<file path="src/rtl/dc_sweep_sequencer_if.sv">
// Bundled host, DAC, ADC and result-stream signals of the two-axis DC sweep sequencer.
// The slave modport is the sequencer itself; master is the host/environment side.
interface dc_sweep_sequencer_if #(
   parameter int DW = 12,
   parameter int AW = 16,
   parameter int NW = 8,
   parameter int SW = 16
) ();
   logic          start;
   logic          abort;
   logic [DW-1:0] g_start;
   logic [DW:0]   g_step;
   logic [NW-1:0] g_npts;
   logic [DW-1:0] d_start;
   logic [DW:0]   d_step;
   logic [NW-1:0] d_npts;
   logic [SW-1:0] settle_cyc;
   logic          bidir;
   logic [DW-1:0] vg_code;
   logic [DW-1:0] vd_code;
   logic          dac_upd;
   logic          adc_req;
   logic          adc_ack;
   logic [AW-1:0] adc_data;
   logic          res_valid;
   logic          res_ready;
   logic [AW-1:0] res_data;
   logic [NW-1:0] res_gi;
   logic [NW-1:0] res_di;
   logic          res_last;
   logic          busy;
   logic          done;
   logic          sat;

   modport slave (
      input  start, abort, g_start, g_step, g_npts, d_start, d_step, d_npts,
             settle_cyc, bidir, adc_ack, adc_data, res_ready,
      output vg_code, vd_code, dac_upd, adc_req, res_valid, res_data,
             res_gi, res_di, res_last, busy, done, sat
   );

   modport master (
      output start, abort, g_start, g_step, g_npts, d_start, d_step, d_npts,
             settle_cyc, bidir, adc_ack, adc_data, res_ready,
      input  vg_code, vd_code, dac_upd, adc_req, res_valid, res_data,
             res_gi, res_di, res_last, busy, done, sat
   );
endinterface

</file>
<file path="src/rtl/dc_sweep_sequencer.sv">
// Two-axis stepped DC sweep sequencer: gate (outer) x drain (inner) codes, settle wait,
// ADC request/ack, valid/ready result stream, optional forward-then-back inner sweep.
module dc_sweep_sequencer #(
   parameter int DW = 12,
   parameter int AW = 16,
   parameter int NW = 8,
   parameter int SW = 16
) (
   input logic                 clk,
   input logic                 rst_n,
   dc_sweep_sequencer_if.slave bus
);

   localparam int CW = DW + 2;

   localparam logic [2:0] IDLE    = 3'd0;
   localparam logic [2:0] APPLY   = 3'd1;
   localparam logic [2:0] SETTLE  = 3'd2;
   localparam logic [2:0] MEAS    = 3'd3;
   localparam logic [2:0] EMIT    = 3'd4;
   localparam logic [2:0] ADVANCE = 3'd5;
   localparam logic [2:0] DONE    = 3'd6;

   logic [2:0]           state_q, state_d;
   logic [DW:0]          gStep_q, gStep_d, dStep_q, dStep_d;
   logic [NW-1:0]        gNpts_q, gNpts_d, dNpts_q, dNpts_d;
   logic [NW:0]          innerLen_q, innerLen_d;
   logic [DW-1:0]        dStart_q, dStart_d;
   logic [SW-1:0]        settle_q, settle_d, cnt_q, cnt_d;
   logic signed [CW-1:0] gAcc_q, gAcc_d, dAcc_q, dAcc_d;
   logic [NW-1:0]        gi_q, gi_d;
   logic [NW:0]          di_q, di_d;
   logic                 first_q, first_d;
   logic [DW-1:0]        vg_q, vg_d, vd_q, vd_d;
   logic                 dacUpd_q, dacUpd_d;
   logic                 sat_q, sat_d;
   logic [AW-1:0]        resData_q, resData_d;
   logic [NW-1:0]        resGi_q, resGi_d, resDi_q, resDi_d;
   logic                 resLast_q, resLast_d;

   logic signed [CW-1:0] gStepX, dStepX;
   logic [NW-1:0]        gNEff, dNEff;
   logic [DW-1:0]        gCode, dCode;
   logic                 gClip, dClip, lastInner, lastOuter, innerFwd;

   // Accumulators are two bits wider than a code: the sign bit flags underflow, bit DW overflow.
   function automatic logic [DW-1:0] clampCode(input logic signed [CW-1:0] v);
      if (v[CW-1])      return '0;
      else if (v[DW])   return '1;
      else              return v[DW-1:0];
   endfunction

   assign gStepX    = {gStep_q[DW], gStep_q};
   assign dStepX    = {dStep_q[DW], dStep_q};
   assign gNEff     = (bus.g_npts == '0) ? NW'(1) : bus.g_npts;
   assign dNEff     = (bus.d_npts == '0) ? NW'(1) : bus.d_npts;
   assign gCode     = clampCode(gAcc_q);
   assign dCode     = clampCode(dAcc_q);
   assign gClip     = gAcc_q[CW-1] | gAcc_q[DW];
   assign dClip     = dAcc_q[CW-1] | dAcc_q[DW];
   assign lastInner = (di_q == innerLen_q - (NW+1)'(1));
   assign lastOuter = (gi_q == gNpts_q - NW'(1));
   assign innerFwd  = (di_q < ({1'b0, dNpts_q} - (NW+1)'(1)));

   // Next-state logic; abort overrides every transition of an active sweep.
   always_comb begin
      state_d    = state_q;
      gStep_d    = gStep_q;
      dStep_d    = dStep_q;
      gNpts_d    = gNpts_q;
      dNpts_d    = dNpts_q;
      innerLen_d = innerLen_q;
      dStart_d   = dStart_q;
      settle_d   = settle_q;
      cnt_d      = cnt_q;
      gAcc_d     = gAcc_q;
      dAcc_d     = dAcc_q;
      gi_d       = gi_q;
      di_d       = di_q;
      first_d    = first_q;
      vg_d       = vg_q;
      vd_d       = vd_q;
      dacUpd_d   = 1'b0;
      sat_d      = sat_q;
      resData_d  = resData_q;
      resGi_d    = resGi_q;
      resDi_d    = resDi_q;
      resLast_d  = resLast_q;

      if (bus.abort && state_q != IDLE && state_q != DONE) begin
         state_d = DONE;
      end else begin
         case (state_q)
            IDLE: begin
               if (bus.start) begin
                  gStep_d    = bus.g_step;
                  dStep_d    = bus.d_step;
                  gNpts_d    = gNEff;
                  dNpts_d    = dNEff;
                  innerLen_d = bus.bidir ? ({dNEff, 1'b0} - (NW+1)'(1)) : {1'b0, dNEff};
                  dStart_d   = bus.d_start;
                  settle_d   = bus.settle_cyc;
                  gAcc_d     = {2'b00, bus.g_start};
                  dAcc_d     = {2'b00, bus.d_start};
                  gi_d       = '0;
                  di_d       = '0;
                  sat_d      = 1'b0;
                  first_d    = 1'b1;
                  state_d    = APPLY;
               end
            end
            APPLY: begin
               vg_d     = gCode;
               vd_d     = dCode;
               dacUpd_d = first_q | (gCode != vg_q) | (dCode != vd_q);
               sat_d    = sat_q | gClip | dClip;
               first_d  = 1'b0;
               cnt_d    = settle_q;
               state_d  = (settle_q == '0) ? MEAS : SETTLE;
            end
            SETTLE: begin
               if (cnt_q == SW'(1)) state_d = MEAS;
               else                 cnt_d   = cnt_q - SW'(1);
            end
            MEAS: begin
               if (bus.adc_ack) begin
                  resData_d = bus.adc_data;
                  resGi_d   = gi_q;
                  resDi_d   = di_q[NW-1:0];
                  resLast_d = lastOuter & lastInner;
                  state_d   = EMIT;
               end
            end
            EMIT: begin
               if (bus.res_ready) state_d = ADVANCE;
            end
            ADVANCE: begin
               if (lastInner) begin
                  di_d   = '0;
                  dAcc_d = {2'b00, dStart_q};
                  if (lastOuter) begin
                     state_d = DONE;
                  end else begin
                     gi_d    = gi_q + NW'(1);
                     gAcc_d  = gAcc_q + gStepX;
                     state_d = APPLY;
                  end
               end else begin
                  // Past the turn point the inner code retraces toward d_start.
                  di_d    = di_q + (NW+1)'(1);
                  dAcc_d  = innerFwd ? (dAcc_q + dStepX) : (dAcc_q - dStepX);
                  state_d = APPLY;
               end
            end
            DONE:    state_d = IDLE;
            default: state_d = IDLE;
         endcase
      end
   end

   // State and datapath registers.
   always_ff @(posedge clk or negedge rst_n) begin
      if (!rst_n) begin
         state_q    <= IDLE;
         gStep_q    <= '0;
         dStep_q    <= '0;
         gNpts_q    <= '0;
         dNpts_q    <= '0;
         innerLen_q <= '0;
         dStart_q   <= '0;
         settle_q   <= '0;
         cnt_q      <= '0;
         gAcc_q     <= '0;
         dAcc_q     <= '0;
         gi_q       <= '0;
         di_q       <= '0;
         first_q    <= 1'b0;
         vg_q       <= '0;
         vd_q       <= '0;
         dacUpd_q   <= 1'b0;
         sat_q      <= 1'b0;
         resData_q  <= '0;
         resGi_q    <= '0;
         resDi_q    <= '0;
         resLast_q  <= 1'b0;
      end else begin
         state_q    <= state_d;
         gStep_q    <= gStep_d;
         dStep_q    <= dStep_d;
         gNpts_q    <= gNpts_d;
         dNpts_q    <= dNpts_d;
         innerLen_q <= innerLen_d;
         dStart_q   <= dStart_d;
         settle_q   <= settle_d;
         cnt_q      <= cnt_d;
         gAcc_q     <= gAcc_d;
         dAcc_q     <= dAcc_d;
         gi_q       <= gi_d;
         di_q       <= di_d;
         first_q    <= first_d;
         vg_q       <= vg_d;
         vd_q       <= vd_d;
         dacUpd_q   <= dacUpd_d;
         sat_q      <= sat_d;
         resData_q  <= resData_d;
         resGi_q    <= resGi_d;
         resDi_q    <= resDi_d;
         resLast_q  <= resLast_d;
      end
   end

   assign bus.vg_code   = vg_q;
   assign bus.vd_code   = vd_q;
   assign bus.dac_upd   = dacUpd_q;
   assign bus.adc_req   = (state_q == MEAS);
   assign bus.res_valid = (state_q == EMIT);
   assign bus.res_data  = resData_q;
   assign bus.res_gi    = resGi_q;
   assign bus.res_di    = resDi_q;
   assign bus.res_last  = resLast_q & (state_q == EMIT);
   assign bus.busy      = (state_q != IDLE) && (state_q != DONE);
   assign bus.done      = (state_q == DONE);
   assign bus.sat       = sat_q;

endmodule
</file>
<file path="src/flat_wrapper.sv">
// flat-port wrapper written by rule: the top's interface ports become plain ports
module dc_sweep_sequencer_flat 
#(
   parameter int DW = 12,
   parameter int AW = 16,
   parameter int NW = 8,
   parameter int SW = 16
)
  (clk, rst_n, bus_start, bus_abort, bus_g_start, bus_g_step, bus_g_npts, bus_d_start, bus_d_step, bus_d_npts, bus_settle_cyc, bus_bidir, bus_adc_ack, bus_adc_data, bus_res_ready, bus_vg_code, bus_vd_code, bus_dac_upd, bus_adc_req, bus_res_valid, bus_res_data, bus_res_gi, bus_res_di, bus_res_last, bus_busy, bus_done, bus_sat);
  dc_sweep_sequencer_if #(.DW(DW), .AW(AW), .NW(NW), .SW(SW)) bus_i ();
  input logic clk;
  input logic rst_n;
  input wire logic [$bits(bus_i.start)-1:0] bus_start;
  input wire logic [$bits(bus_i.abort)-1:0] bus_abort;
  input wire logic [$bits(bus_i.g_start)-1:0] bus_g_start;
  input wire logic [$bits(bus_i.g_step)-1:0] bus_g_step;
  input wire logic [$bits(bus_i.g_npts)-1:0] bus_g_npts;
  input wire logic [$bits(bus_i.d_start)-1:0] bus_d_start;
  input wire logic [$bits(bus_i.d_step)-1:0] bus_d_step;
  input wire logic [$bits(bus_i.d_npts)-1:0] bus_d_npts;
  input wire logic [$bits(bus_i.settle_cyc)-1:0] bus_settle_cyc;
  input wire logic [$bits(bus_i.bidir)-1:0] bus_bidir;
  input wire logic [$bits(bus_i.adc_ack)-1:0] bus_adc_ack;
  input wire logic [$bits(bus_i.adc_data)-1:0] bus_adc_data;
  input wire logic [$bits(bus_i.res_ready)-1:0] bus_res_ready;
  output wire logic [$bits(bus_i.vg_code)-1:0] bus_vg_code;
  output wire logic [$bits(bus_i.vd_code)-1:0] bus_vd_code;
  output wire logic [$bits(bus_i.dac_upd)-1:0] bus_dac_upd;
  output wire logic [$bits(bus_i.adc_req)-1:0] bus_adc_req;
  output wire logic [$bits(bus_i.res_valid)-1:0] bus_res_valid;
  output wire logic [$bits(bus_i.res_data)-1:0] bus_res_data;
  output wire logic [$bits(bus_i.res_gi)-1:0] bus_res_gi;
  output wire logic [$bits(bus_i.res_di)-1:0] bus_res_di;
  output wire logic [$bits(bus_i.res_last)-1:0] bus_res_last;
  output wire logic [$bits(bus_i.busy)-1:0] bus_busy;
  output wire logic [$bits(bus_i.done)-1:0] bus_done;
  output wire logic [$bits(bus_i.sat)-1:0] bus_sat;
  assign bus_i.start = bus_start;
  assign bus_i.abort = bus_abort;
  assign bus_i.g_start = bus_g_start;
  assign bus_i.g_step = bus_g_step;
  assign bus_i.g_npts = bus_g_npts;
  assign bus_i.d_start = bus_d_start;
  assign bus_i.d_step = bus_d_step;
  assign bus_i.d_npts = bus_d_npts;
  assign bus_i.settle_cyc = bus_settle_cyc;
  assign bus_i.bidir = bus_bidir;
  assign bus_i.adc_ack = bus_adc_ack;
  assign bus_i.adc_data = bus_adc_data;
  assign bus_i.res_ready = bus_res_ready;
  assign bus_vg_code = bus_i.vg_code;
  assign bus_vd_code = bus_i.vd_code;
  assign bus_dac_upd = bus_i.dac_upd;
  assign bus_adc_req = bus_i.adc_req;
  assign bus_res_valid = bus_i.res_valid;
  assign bus_res_data = bus_i.res_data;
  assign bus_res_gi = bus_i.res_gi;
  assign bus_res_di = bus_i.res_di;
  assign bus_res_last = bus_i.res_last;
  assign bus_busy = bus_i.busy;
  assign bus_done = bus_i.done;
  assign bus_sat = bus_i.sat;
  dc_sweep_sequencer #(.DW(DW), .AW(AW), .NW(NW), .SW(SW)) u_core (.clk(clk), .rst_n(rst_n), .bus(bus_i));
endmodule
</file>
<file path="config.mk">
export PLATFORM = sky130hd
export DESIGN_NAME = dc_sweep_sequencer_flat
export DESIGN_NICKNAME = d
export VERILOG_FILES = /design/src/rtl/dc_sweep_sequencer_if.sv /design/src/rtl/dc_sweep_sequencer.sv /design/src/flat_wrapper.sv
export SDC_FILE = /design/constraint.sdc
export NUM_CORES = 1
export LEC_CHECK = 0
export ABC_AREA = 1
export CAP_MARGIN = 40
export CORE_ASPECT_RATIO = 1.25
export CORE_MARGIN = 2
export CORE_UTILIZATION = 35
export DETAILED_ROUTE_END_ITERATION = 12
export SYNTH_ARGS = -nofsm -noshare
export SYNTH_HDL_FRONTEND = slang
export SYNTH_SLANG_ARGS = --single-unit
</file>
<file path="constraint.sdc">
create_clock -name clk -period 3.75 [get_ports clk]
set_clock_uncertainty 0.1 [all_clocks]
set_input_delay 0.5625 -clock clk [delete_from_list [all_inputs] [get_ports clk]]
set_output_delay 0.5625 -clock clk [all_outputs]
set_load 0.01 [all_outputs]
</file>
# Word level (Yosys, flattened, before mapping)
# Index checks and enable logic that the tools add are counted.
# W data, S select, Z words.
[op_classes] add_sub_neg=10 n_lt_le_gt_ge=1 n_eq_ne=20 n_mux=39 bitwise=9 reduce_logical=19
[ops] op="$mux W14" n=6
[ops] op="$pmux W14 S2" n=2
[ops] op="$mux W12" n=4
[ops] op="$mux W8" n=5
[ops] op="$pmux W16 S2" n=1
[ops] op="$add A14 B13 Y14" n=2
[ops] op="$mux W9" n=3
[ops] op="$ne A12 B12 Y1" n=2
[ops] op="$mux W3" n=7
[ops] op="$pmux W3 S6" n=1
[ops] op="$pmux W9 S2" n=1
[ops] op="$sub A9 B1 Y9 const B" n=2
[ops] op="$eq A16 B1 Y1 const B" n=1
[ops] op="$logic_not A16 Y1" n=1
[ops] op="$logic_not A8 Y1" n=2
[ops] op="$mux W16" n=1
[ops] op="$pmux W8 S2" n=1
[ops] op="$sub A16 B1 Y16 const B" n=1
[ops] op="$reduce_and A3 Y1" n=5
[ops] op="$sub A14 B13 Y14" n=1
[ops] op="$add A9 B1 Y9 const B" n=1
[ops] op="$eq A3 B3 Y1 const B" n=3
[ops] op="$eq A9 B9 Y1" n=1
[ops] op="$lt A9 B9 Y1" n=1
[ops] op="23 further kinds" n=43
[totals] ff_bits=203

# Logic depth before layout (Yosys ltp)
# Gate-level depths: netlist (run 1).
[logic_depth] word_depth=7 depth_mapped=28 ltp_nobuf=27

# Least setup slack after synthesis (run 1)
# No wires, ideal clock.
[synth_path] kind="register -> register" startpoint="register u_core.dNpts_q[2]" endpoint="register u_core.dAcc_q[10]" t_arrival_ns=3.491 t_required_ns=3.526 slack_ns=0.035 path_stages_with_launch=27 n_path_buf=1 synth_period_minus_slack_ns=3.715 path_cell_list="dfrtp_1 -> nor2_1 -> nand2_1 -> or3_1 -> nor3_1 -> xor2_1 -> ha_1 -> nand2_1 -> nor2_1 -> nand2_1 -> nor2_1 -> inv_1 -> nand3_1 -> clkbuf_1 -> o21ai_0 -> fa_1 -> nand3b_1 -> nand2_1 -> nand3_1 -> nand2_1 -> nand2_1 -> nand2_1 -> nand2_1 -> nand2_1 -> nand2_1 -> nand3_1 -> a21oi_1"
[synth_between] elab_chain_cells=5
[synth_rtl] element="start, declared" line_no="dc_sweep_sequencer.sv:26" text="logic [NW-1:0] gNpts_q, gNpts_d, dNpts_q, dNpts_d;"
[synth_rtl] element="start signal, assigned" line_no="dc_sweep_sequencer.sv:191" text="dNpts_q <= dNpts_d;"
[synth_rtl] element="$sub A8 B1 Y9" line_no="dc_sweep_sequencer.sv:63" text="assign innerFwd = (di_q < ({1'b0, dNpts_q} - (NW+1)'(1)));"
[synth_rtl] element="$lt A9 B9 Y1" line_no="dc_sweep_sequencer.sv:63"
[synth_rtl] element="$mux W14" line_no="dc_sweep_sequencer.sv:151" text="dAcc_d = innerFwd ? (dAcc_q + dStepX) : (dAcc_q - dStepX);"
[synth_rtl] element="$mux W14" line_no="dc_sweep_sequencer.sv:138" text="if (lastInner) begin"
[synth_rtl] element="$pmux W14 S2" line_no="dc_sweep_sequencer.sv:93" text="case (state_q)"
[synth_rtl] element="end signal, assigned" line_no="dc_sweep_sequencer.sv:174" text="dAcc_q <= '0;"
[synth_rtl] element="end signal, assigned" line_no="dc_sweep_sequencer.sv:197" text="dAcc_q <= dAcc_d;"
[synth_rtl] element="end, declared" line_no="dc_sweep_sequencer.sv:30" text="logic signed [CW-1:0] gAcc_q, gAcc_d, dAcc_q, dAcc_d;"
# No other way between the ends.
# A chain may end at the register's enable or synchronous reset.

# Worst setup path in the final report (run 1)
[layout_path] startpoint="register u_core.dNpts_q[2]" endpoint="register u_core.dAcc_q[11]"
# Same word-level chain as after synthesis.

==> impl_metrics.json, run 1 <==
{
  "crit_top_cell": "nand2_1",
  "hold_path_end": "u_core.dStart_q[0]",
  "status": "finished, violations left",
  "htreeDepth": 1,
  "top_layer": "met5",
  "die_area_mm2": 0.0359,
  "slew-limit-headroom": 0.451,
  "grt_pass1_wl_mm": 57.3,
  "criticalPathCategory": "flop to flop",
  "synth_flop_cell": "dfrtp_1",
  "io_pins": 168,
  "p_int_w": 0.00813,
  "min_path_type": "flop to flop",
  "cp_max_fo": 4,
  "cts_buffers": 24,
  "antenna_left": 0,
  "grt_max_degree": 73,
  "die_y_um": 211,
  "critPathSlowestCell": "dfrtp_1",
  "wl_met1_mm": 15.3,
  "drv_slew": 0,
  "async_flop_share": 1.00,
  "final.min_clock_period_ns": 3.76,
  "wl_met3_mm": 1.84,
  "worst_slew_pin_slew_ns": 0.822,
  "seq_power_share": 0.274,
  "drive_gt1_frac": 0.105,
  "first_pass_iters": 8,
  "critPathArrivalTime_ns": 4.07,
  "worstHoldPathCells": 2,
  "wl_met2_mm": 17.0,
  "fin_crit_sh": 1.00,
  "drc": 0,
  "switchingPower_w": 0.00608,
  "final-setup-viol-count": 2,
  "swShare": 0.428,
  "diodes": 0,
  "synth-edff-count": 0,
  "vias_per_cell": 5.00,
  "violations": "setup timing",
  "final_nets": 1939,
  "cts_tree": "built",
  "combPwrFrac": 0.544,
  "critPathMaxStageDelay_ns": 0.38,
  "r2r_slack_ns": -0.01,
  "r2r_end": "u_core.dAcc_q[11]",
  "p_per_area_mw_per_mm2": 911,
  "post-dp-hpwl_mm": 25.8,
  "cts-root-buf": "clkbuf_16",
  "yosys.cell_types.count": 46,
  "cap_violations": 0,
  "core_area_mm2": 0.0337,
  "wl_per_cell_um": 15.8,
  "fp.dieW_um": 170,
  "num_rows": 75,
  "syn_area_mm2": 0.0120,
  "place_area_mm2": 0.0144,
  "ys_seq_area_frac": 0.422,
  "yosys_register_bits": 203,
  "worst_hold_startpoint": "u_core.dStart_q[0]",
  "startpoint_type": "flop",
  "yosys.area.top_type_share": 0.422,
  "clk_pin_slew_ns": 0.06,
  "routed_wl_mm": 35.1,
  "ys_top_cells_by_area": "dfrtp_1, nand2_1, o21ai_0",
  "vdd_drop_max_v": 0.000428,
  "clk_latency_ns": 0.54,
  "track_usage": 0.198,
  "path_buf_inv": 7,
  "yosys_warnings": 0,
  "final_cells": 2229,
  "gp_congestion": 0.877,
  "numPlacedInstances": 2174,
  "dr_total_vias": 11200,
  "portBuffers": 167,
  "r2r_start": "u_core.dNpts_q[2]",
  "hold_viol": 0,
  "overflow": 0,
  "numClockSinks": 203,
  "syn_area_per_cell_um2": 7.58,
  "endpoint_kind": "flop",
  "syn_inst": 1587,
  "cp_data_required_time_ns": 4.06,
  "p_clk_frac": 0.181,
  "syn2layout_area_growth_pct": 29.7,
  "timing.final.ws_setup_ns": -0.0107,
  "yosys.area.top_type": "dfrtp_1",
  "pre_cts_ws_ns": -0.241,
  "max_clock_freq_ghz": 0.266,
  "ctsLongestPathBuffers": 3,
  "rsz0062_at_grt": "yes",
  "grt_pass1_vias": 11200,
  "rr_worst_depth": 26,
  "critical-path-top-delay-family": "simple AND/OR/NAND/NOR gates",
  "antenna_found_initial": 2,
  "initial_core_util": 0.357,
  "p_leak_nw": 7.41,
  "synth_nets": 1737,
  "post-route-cell-area_mm2": 0.0156,
  "initialDrtViolationCount": 861
}
[layout by cell type, fill, tap and decap left out, types with 48 or more instances in the layout]
master	Yosys	routed
nand2_1	442	434
dfrtp_1	203	203
clkdlybuf4s50_1	0	166
inv_1	161	155
o21ai_0	160	155
nor2_1	129	122
nand3_1	117	109
buf_4	1	55
xor2_1	52	51
a21oi_1	57	48
[state kept, by name, indices dropped and copies added (netlist names), 13 cells and up]
signal               flops
u_core.dStep_q          13
u_core.gAcc_q           14
u_core.bus.res_data     16
u_core.cnt_q            16
u_core.dAcc_q           14
u_core.settle_q         16
u_core.gStep_q          13
[per-layer routing]
layer / track usage / up-vias
li1: - / 5579
met1: 0.251 / 5237
met2: 0.347 / 272
met3: 0.0339 / 62
met4: 0.0598 / 4
met5: 0 / -
[worst max-delay path by stage]
| stage | start | to | slack, ns | cells past startpoint |
|---|---|---|---|---|
| floorplan | u_core.dNpts_q[2] | u_core.dAcc_q[10] | 0.04 | 26 |
| global placement | u_core.dNpts_q[2] | u_core.dAcc_q[12] | -0.14 | 23 |
| detailed placement | u_core.dNpts_q[2] | u_core.dAcc_q[13] | -0.24 | 26 |
| CTS | u_core.dNpts_q[2] | u_core.dAcc_q[13] | -0.05 | 26 |
| global route | u_core.dNpts_q[2] | u_core.dAcc_q[12] | -0.29 | 24 |
| finish | u_core.dNpts_q[2] | u_core.dAcc_q[11] | -0.01 | 26 |
[cells in the mapped netlist, types with 2 or more instances]
cell type,count
nor2_4,2
mux2_2,21
inv_1,161
nand4_1,18
clkinv_1,2
a22oi_1,4
nor3b_1,2
o21ai_0,160
xnor2_1,19
nand3_1,117
a21oi_1,57
ha_1,43
nor2_2,6
o21bai_1,5
a21boi_0,2
fa_1,2
or2_2,5
o211ai_1,7
clkbuf_1,29
nor2_1,129
o22ai_1,12
inv_2,3
buf_2,17
nand2b_1,2
nor3_1,24
a31oi_1,2
buf_1,5
nor4_1,6
a21o_1,4
nand2_1,442
a22o_1,3
dfrtp_1,203
o21a_1,2
nand3b_1,6
a41oi_1,2
xor2_1,52
buf_6,2
[through the flow]
stage	hold WS (ns)	TNS [ns]	util	total power, W
floorplan	0.167	0	-	0.00835
global placement	0.353	-0.589	0.427	0.0108
detailed placement	0.361	-1.53	0.428	0.0109
CTS	0.374	-0.182	0.458	0.0139
global route	0.403	-2.24	0.463	0.0155
finish	0.370	-0.0111	0.463	0.0142
[power by group through the flow]
stage / logic [W] / clock network, W / registers [W]
after floorplan: 0.00460 / 0 / 0.00374
after detailed placement: 0.00700 / 0 / 0.00391
after global placement: 0.00692 / 0 / 0.00390
final: 0.00774 / 0.00258 / 0.00390
after CTS: 0.00733 / 0.00266 / 0.00389
after global routing: 0.00868 / 0.00277 / 0.00402
[cell families after synthesis]
family          after synthesis  synth area share
simple gates                764             0.267
compound gates              263             0.119
buf+inv                     220            0.0720
flops                       203             0.422
xor+xnor                     71            0.0517
fa+ha+maj                    45            0.0481
mux                          21            0.0197
[layout make-up]
type	count	area, um2
clock buffers	35	723
clock inverters	8	146
fillers	3339	18100
inverters	166	626
multi-input cells	1164	6300
flip-flops and latches	203	5080
well taps	423	529
repair buffers	230	2190
[worst min-delay path, delay by kind of cell (launching register included)]
kind	cells	cell delay [ns]
flops	1	0.34
simple gates	2	0.10
[repair_timing]
| item | in CTS | in global routing |
|---|---|---|
| hold buffers | 1 | 0 |
| buffers inserted | 4 | 7 |
| cloned | 0 | 0 |
| gates resized for setup | 33 | 31 |
| pin swaps | 17 | 35 |
| setup endpoints to repair | 11 | 11 |
| endpoints found under the hold margin | 68 | 0 |
Power figures use the tool's default switching activity.
==> run 2: changes to the inputs <==
- clock period: 3.75 -> 4.07 ns (I/O delays scaled with it)
==> impl_metrics.json, run 2 (same netlist as run 1, synthesis figures left out) <==
{
  "status": "finished, final reports clean",
  "cp_max_fo": 7,
  "wl_per_cell_um": 16.0,
  "die_y_um": 211,
  "numClockSinks": 203,
  "clk_latency_ns": 0.52,
  "min_path_type": "primary input to asynchronous set/reset pin",
  "cts_buffers": 24,
  "drv_slew": 0,
  "syn2layout_area_growth_pct": 25.9,
  "final_common_cell": "nand2_1",
  "cp_data_required_time_ns": 4.35,
  "final_nets": 1902,
  "hold_viol": 0,
  "fillers": 3347,
  "grt_max_degree": 90,
  "initialDrtViolationCount": 724,
  "slew-limit-headroom": 0.433,
  "vdd_drop_max_v": 0.000322,
  "drive_gt1_frac": 0.0757,
  "fin_crit_sh": 0.961,
  "final-setup-viol-count": 0,
  "startpoint_type": "flop",
  "pre_cts_ws_ns": -0.0585,
  "vias_per_cell": 4.98,
  "max_clock_freq_ghz": 0.256,
  "core_area_mm2": 0.0337,
  "drc": 0,
  "criticalPathCategory": "flop to flop",
  "gp_congestion": 0.880,
  "endpoint_kind": "flop",
  "overflow": 0,
  "fp.dieW_um": 170,
  "p_per_area_mw_per_mm2": 802,
  "timing.final.ws_setup_ns": 0.160,
  "ctsLongestPathBuffers": 3,
  "io_pins": 168,
  "track_usage": 0.196,
  "final_cell_mix": "nand2_1, dfrtp_1, clkdlybuf4s50_1",
  "grt_pass1_vias": 11200,
  "portBuffers": 167,
  "grt_pass1_wl_mm": 57.0,
  "routed_wl_mm": 35.1,
  "antenna_found_initial": 1,
  "rsz0062_at_grt": "yes",
  "first_pass_iters": 7,
  "die_area_mm2": 0.0359,
  "num_rows": 75,
  "cts-root-buf": "clkbuf_16",
  "final.min_clock_period_ns": 3.91,
  "p_leak_nw": 7.18,
  "diodes": 0,
  "antenna_left": 0,
  "cts_tree": "built",
  "post-dp-hpwl_mm": 25.8,
  "critPathArrivalTime_ns": 4.19,
  "worst_slew_pin_slew_ns": 0.848,
  "cap_violations": 0,
  "clk_pin_slew_ns": 0.06,
  "p_total_w": 0.0121,
  "dr_total_vias": 10900,
  "initial_core_util": 0.357,
  "htreeDepth": 1
}
run 2: cell types whose count changed in the layout (fill, tap and decap cells not counted), moves of 4 or more:
cell and change:
buf_4 -33, clkbuf_1 +4, o21ai_0 +4, nand3_2 -4
nand3_1 +4, o21ai_1 -4, buf_6 -4
run 2: final cells by class:
| type | count | area (um2) | share of cell area |
|---|---|---|---|
| multi-input combinational | 1164 | 6190 | 0.409 |
| sequential | 203 | 5080 | 0.335 |
| timing repair buffer | 193 | 1920 | 0.127 |
| clock buffer | 37 | 711 | 0.0469 |
| inverter | 166 | 626 | 0.0413 |
| tap | 423 | 529 | 0.0350 |
| clock inverter | 6 | 82.6 | 0.00545 |
run 2: timing repair:
item	4_1_cts	5_1_grt
buffers inserted	0	3
setup endpoints to repair	4	10
hold endpoints to repair	0	0
gates resized for setup	1	34
hold buffers	0	0
pin swaps	0	18
run 2: critical path: stages, from the launching register on:
cell and delay, ns:
dfrtp_1 0.37, nor2_1 0.11, nand2_1 0.08, or3_4 0.36, nor3_4 0.20, xor2_1 0.09, ha_1 0.28, nand2_2 0.06
nor2_2 0.10, nand2_1 0.06, nor2_1 0.08, inv_1 0.07, nand3_4 0.13, buf_6 0.15, nor2_2 0.04, xor2_1 0.18
ha_1 0.34, nand2_1 0.10, nand2_2 0.07, a21oi_2 0.15, nand2b_1 0.11, nand4_1 0.08, or2_2 0.29, nand3_1 0.07
o21ai_0 0.07
run 2: final timing paths:
check | from | end | slack [ns] | depth (start not counted)
worst min-delay path | rst_n | u_core.bus.vg_code[8] | 0.06 | 1
worst max register to register | u_core.dNpts_q[2] | u_core.dAcc_q[12] | 0.16 | 24
worst min register to register | u_core.dStart_q[3] | u_core.dStart_q[3] | 0.37 | 2
max in group asynchronous | rst_n | u_core.innerLen_q[0] | 2.72 | 2
min in group clk | u_core.dStart_q[3] | u_core.dStart_q[3] | 0.37 | 2
worst max-delay path | u_core.dNpts_q[2] | u_core.dAcc_q[12] | 0.16 | 24
run 2: through the flow:
stage | hold WS (ns) | TNS [ns] | cells | instance area, um2 | utilization
3_3_place_gp | 0.353 | 0 | 2144 | 14200 | 0.421
4_1_cts | 0.0832 | 0 | 2189 | 15000 | 0.446
3_5_place_dp | 0.362 | -0.120 | 2146 | 14200 | 0.422
6_report | 0.0600 | 0 | 2192 | 15100 | 0.449
5_1_grt | 0.120 | -0.139 | 2192 | 15100 | 0.449
2_1_floorplan | 0.215 | 0 | 1587 | 12000 | -
run 2: routing by layer:
layer	GRT usage	routed length, um
met1	0.249	15600
met2	0.347	17100
met3	0.0309	1640
met4	0.0533	784
met5	0	11
run 2: power breakdown:
group          switching (W)  internal [W]
combinational        0.00370       0.00266
clock               0.000860       0.00132
sequential          0.000763       0.00284
==> run 3: changes to the inputs <==
- MAX_ROUTING_LAYER: default -> met4
- SETUP_SLACK_MARGIN: default -> 0.15
- clock period: 4.07 -> 3.35 ns (I/O delays scaled with it)
==> impl_metrics.json, run 3 (same netlist as run 1, synthesis figures left out) <==
{
  "status": "finished, violations left",
  "violations": "setup timing",
  "core_area_mm2": 0.0337,
  "post-route-cell-area_mm2": 0.0156,
  "criticalPathCategory": "flop to flop",
  "p_clk_frac": 0.174,
  "p_leak_nw": 7.41,
  "drc": 0,
  "dr_total_vias": 11100,
  "htreeDepth": 1,
  "p_int_w": 0.00888,
  "final.min_clock_period_ns": 3.75,
  "grt_pass1_wl_mm": 57.6,
  "antenna_left": 0,
  "cts_buffers": 25,
  "portBuffers": 167,
  "io_pins": 168,
  "swShare": 0.433,
  "track_usage": 0.206,
  "initial_core_util": 0.357,
  "place_area_mm2": 0.0145,
  "clk_latency_ns": 0.55,
  "die_y_um": 211,
  "gp_congestion": 0.889,
  "first_pass_iters": 5,
  "vias_per_cell": 4.98,
  "fillers": 3331,
  "grt_pass1_vias": 11200,
  "final_cell_mix": "nand2_1, dfrtp_1, clkdlybuf4s50_1",
  "num_rows": 75,
  "fp.dieW_um": 170,
  "numClockSinks": 203,
  "cap_violations": 0,
  "drive_gt1_frac": 0.105,
  "hold_viol": 0,
  "syn2layout_area_growth_pct": 29.5,
  "routed_wl_mm": 35.5,
  "initialDrtViolationCount": 605,
  "overflow": 0,
  "final_common_cell": "nand2_1",
  "fin_crit_sh": 1.12,
  "p_per_area_mw_per_mm2": 1000,
  "cts-root-buf": "clkbuf_16",
  "tns_ns": -3.34,
  "vdd_drop_max_v": 0.000434,
  "cp_max_fo": 9,
  "drv_slew": 0,
  "max_clock_freq_ghz": 0.266,
  "ctsLongestPathBuffers": 3,
  "cts_tree": "built",
  "combPwrFrac": 0.547,
  "post-dp-hpwl_mm": 26.5,
  "final_nets": 1946,
  "critPathArrivalTime_ns": 4.13,
  "endpoint_kind": "flop",
  "p_total_w": 0.0156,
  "slew-limit-headroom": 0.452,
  "cp_data_required_time_ns": 3.72,
  "final-setup-viol-count": 11,
  "startpoint_type": "flop",
  "rsz0062_at_grt": "yes",
  "final_core_util": 0.462,
  "worst_slew_pin_slew_ns": 0.822,
  "grt_max_degree": 78,
  "hold_ws_ns": 0.373,
  "die_area_mm2": 0.0359,
  "timing.final.ws_setup_ns": -0.405,
  "seq_power_share": 0.279,
  "wl_per_cell_um": 15.9,
  "switchingPower_w": 0.00677,
  "clk_pin_slew_ns": 0.06,
  "min_path_type": "flop to flop",
  "antenna_found_initial": 2
}
## run 3: final timing paths
kind / from / endpoint / slack (ns) / cells after the start
min in group asynchronous: rst_n / u_core.bus.vg_code[8] / 0.46 / 2
max in group asynchronous: rst_n / u_core.bus.res_di[3] / 1.89 / 3
worst max-delay path: u_core.dNpts_q[0] / u_core.dAcc_q[7] / -0.40 / 25
worst min register to register: u_core.dStart_q[3] / u_core.dStart_q[3] / 0.37 / 2
worst min-delay path: u_core.dStart_q[3] / u_core.dStart_q[3] / 0.37 / 2
worst max register to register: u_core.dNpts_q[0] / u_core.dAcc_q[7] / -0.40 / 25
## run 3: cell type report
| cell class | count | area, um2 | share of cell area |
|---|---|---|---|
| Clock inverter | 7 | 103 | 0.00659 |
| Timing Repair Buffer | 236 | 2230 | 0.143 |
| Inverter | 166 | 626 | 0.0402 |
| Multi-Input combinational cell | 1164 | 6290 | 0.404 |
| Sequential cell | 203 | 5080 | 0.326 |
| Tap cell | 423 | 529 | 0.0340 |
| Clock buffer | 37 | 721 | 0.0463 |
| Antenna cell | 2 | 5.00 | 0.000321 |
## run 3: stage by stage
| step | cells | setup WS (ns) |
|---|---|---|
| floorplan | 1587 | -0.0862 |
| global placement | 2184 | -0.414 |
| detailed placement | 2184 | -0.503 |
| CTS | 2231 | -0.338 |
| global route | 2238 | -0.610 |
| finish | 2238 | -0.405 |
## run 3: routing by layer
metal / share of wire / wire length (um) / GRT usage
met2: 0.49 / 17500 / 0.358
met4: 0.020 / 725 / 0.0531
met1: 0.44 / 15500 / 0.249
met3: 0.050 / 1780 / 0.0317
met5: 0 / 0 / -
## run 3: critical path, cell delays in order, from the launching register on
cell,delay [ns]
dfrtp_1,0.38
inv_2,0.10
ha_4,0.15
nand3_2,0.11
nor3_4,0.22
nand3_1,0.10
ha_1,0.32
nand2_2,0.08
nor2_4,0.12
nand2_1,0.06
nor2_1,0.08
inv_1,0.07
nand3_4,0.10
buf_8,0.15
nor2_4,0.04
xor2_1,0.16
ha_1,0.37
a21oi_2,0.17
nand2_2,0.11
nand3_1,0.11
nand2_2,0.08
buf_4,0.14
xor2_1,0.13
nand2_1,0.06
nand3_1,0.06
a21oi_1,0.12
## run 3: repair_timing
action                                 4_1_cts  5_1_grt
endpoints found under the hold margin       75        0
pin swaps                                   10       12
hold buffers                                 1        0
gates resized for setup                     16       30
setup endpoints to repair                   13       13
setup buffers                                2        5
## run 3: power by group through the flow
stage                     Combinational (W)  Clock (W)  Sequential, W
after global routing                0.00966    0.00291        0.00449
after CTS                           0.00824    0.00281        0.00436
after floorplan                     0.00522          0        0.00419
final                               0.00856    0.00272        0.00436
after detailed placement            0.00802          0        0.00439
after global placement              0.00795          0        0.00438
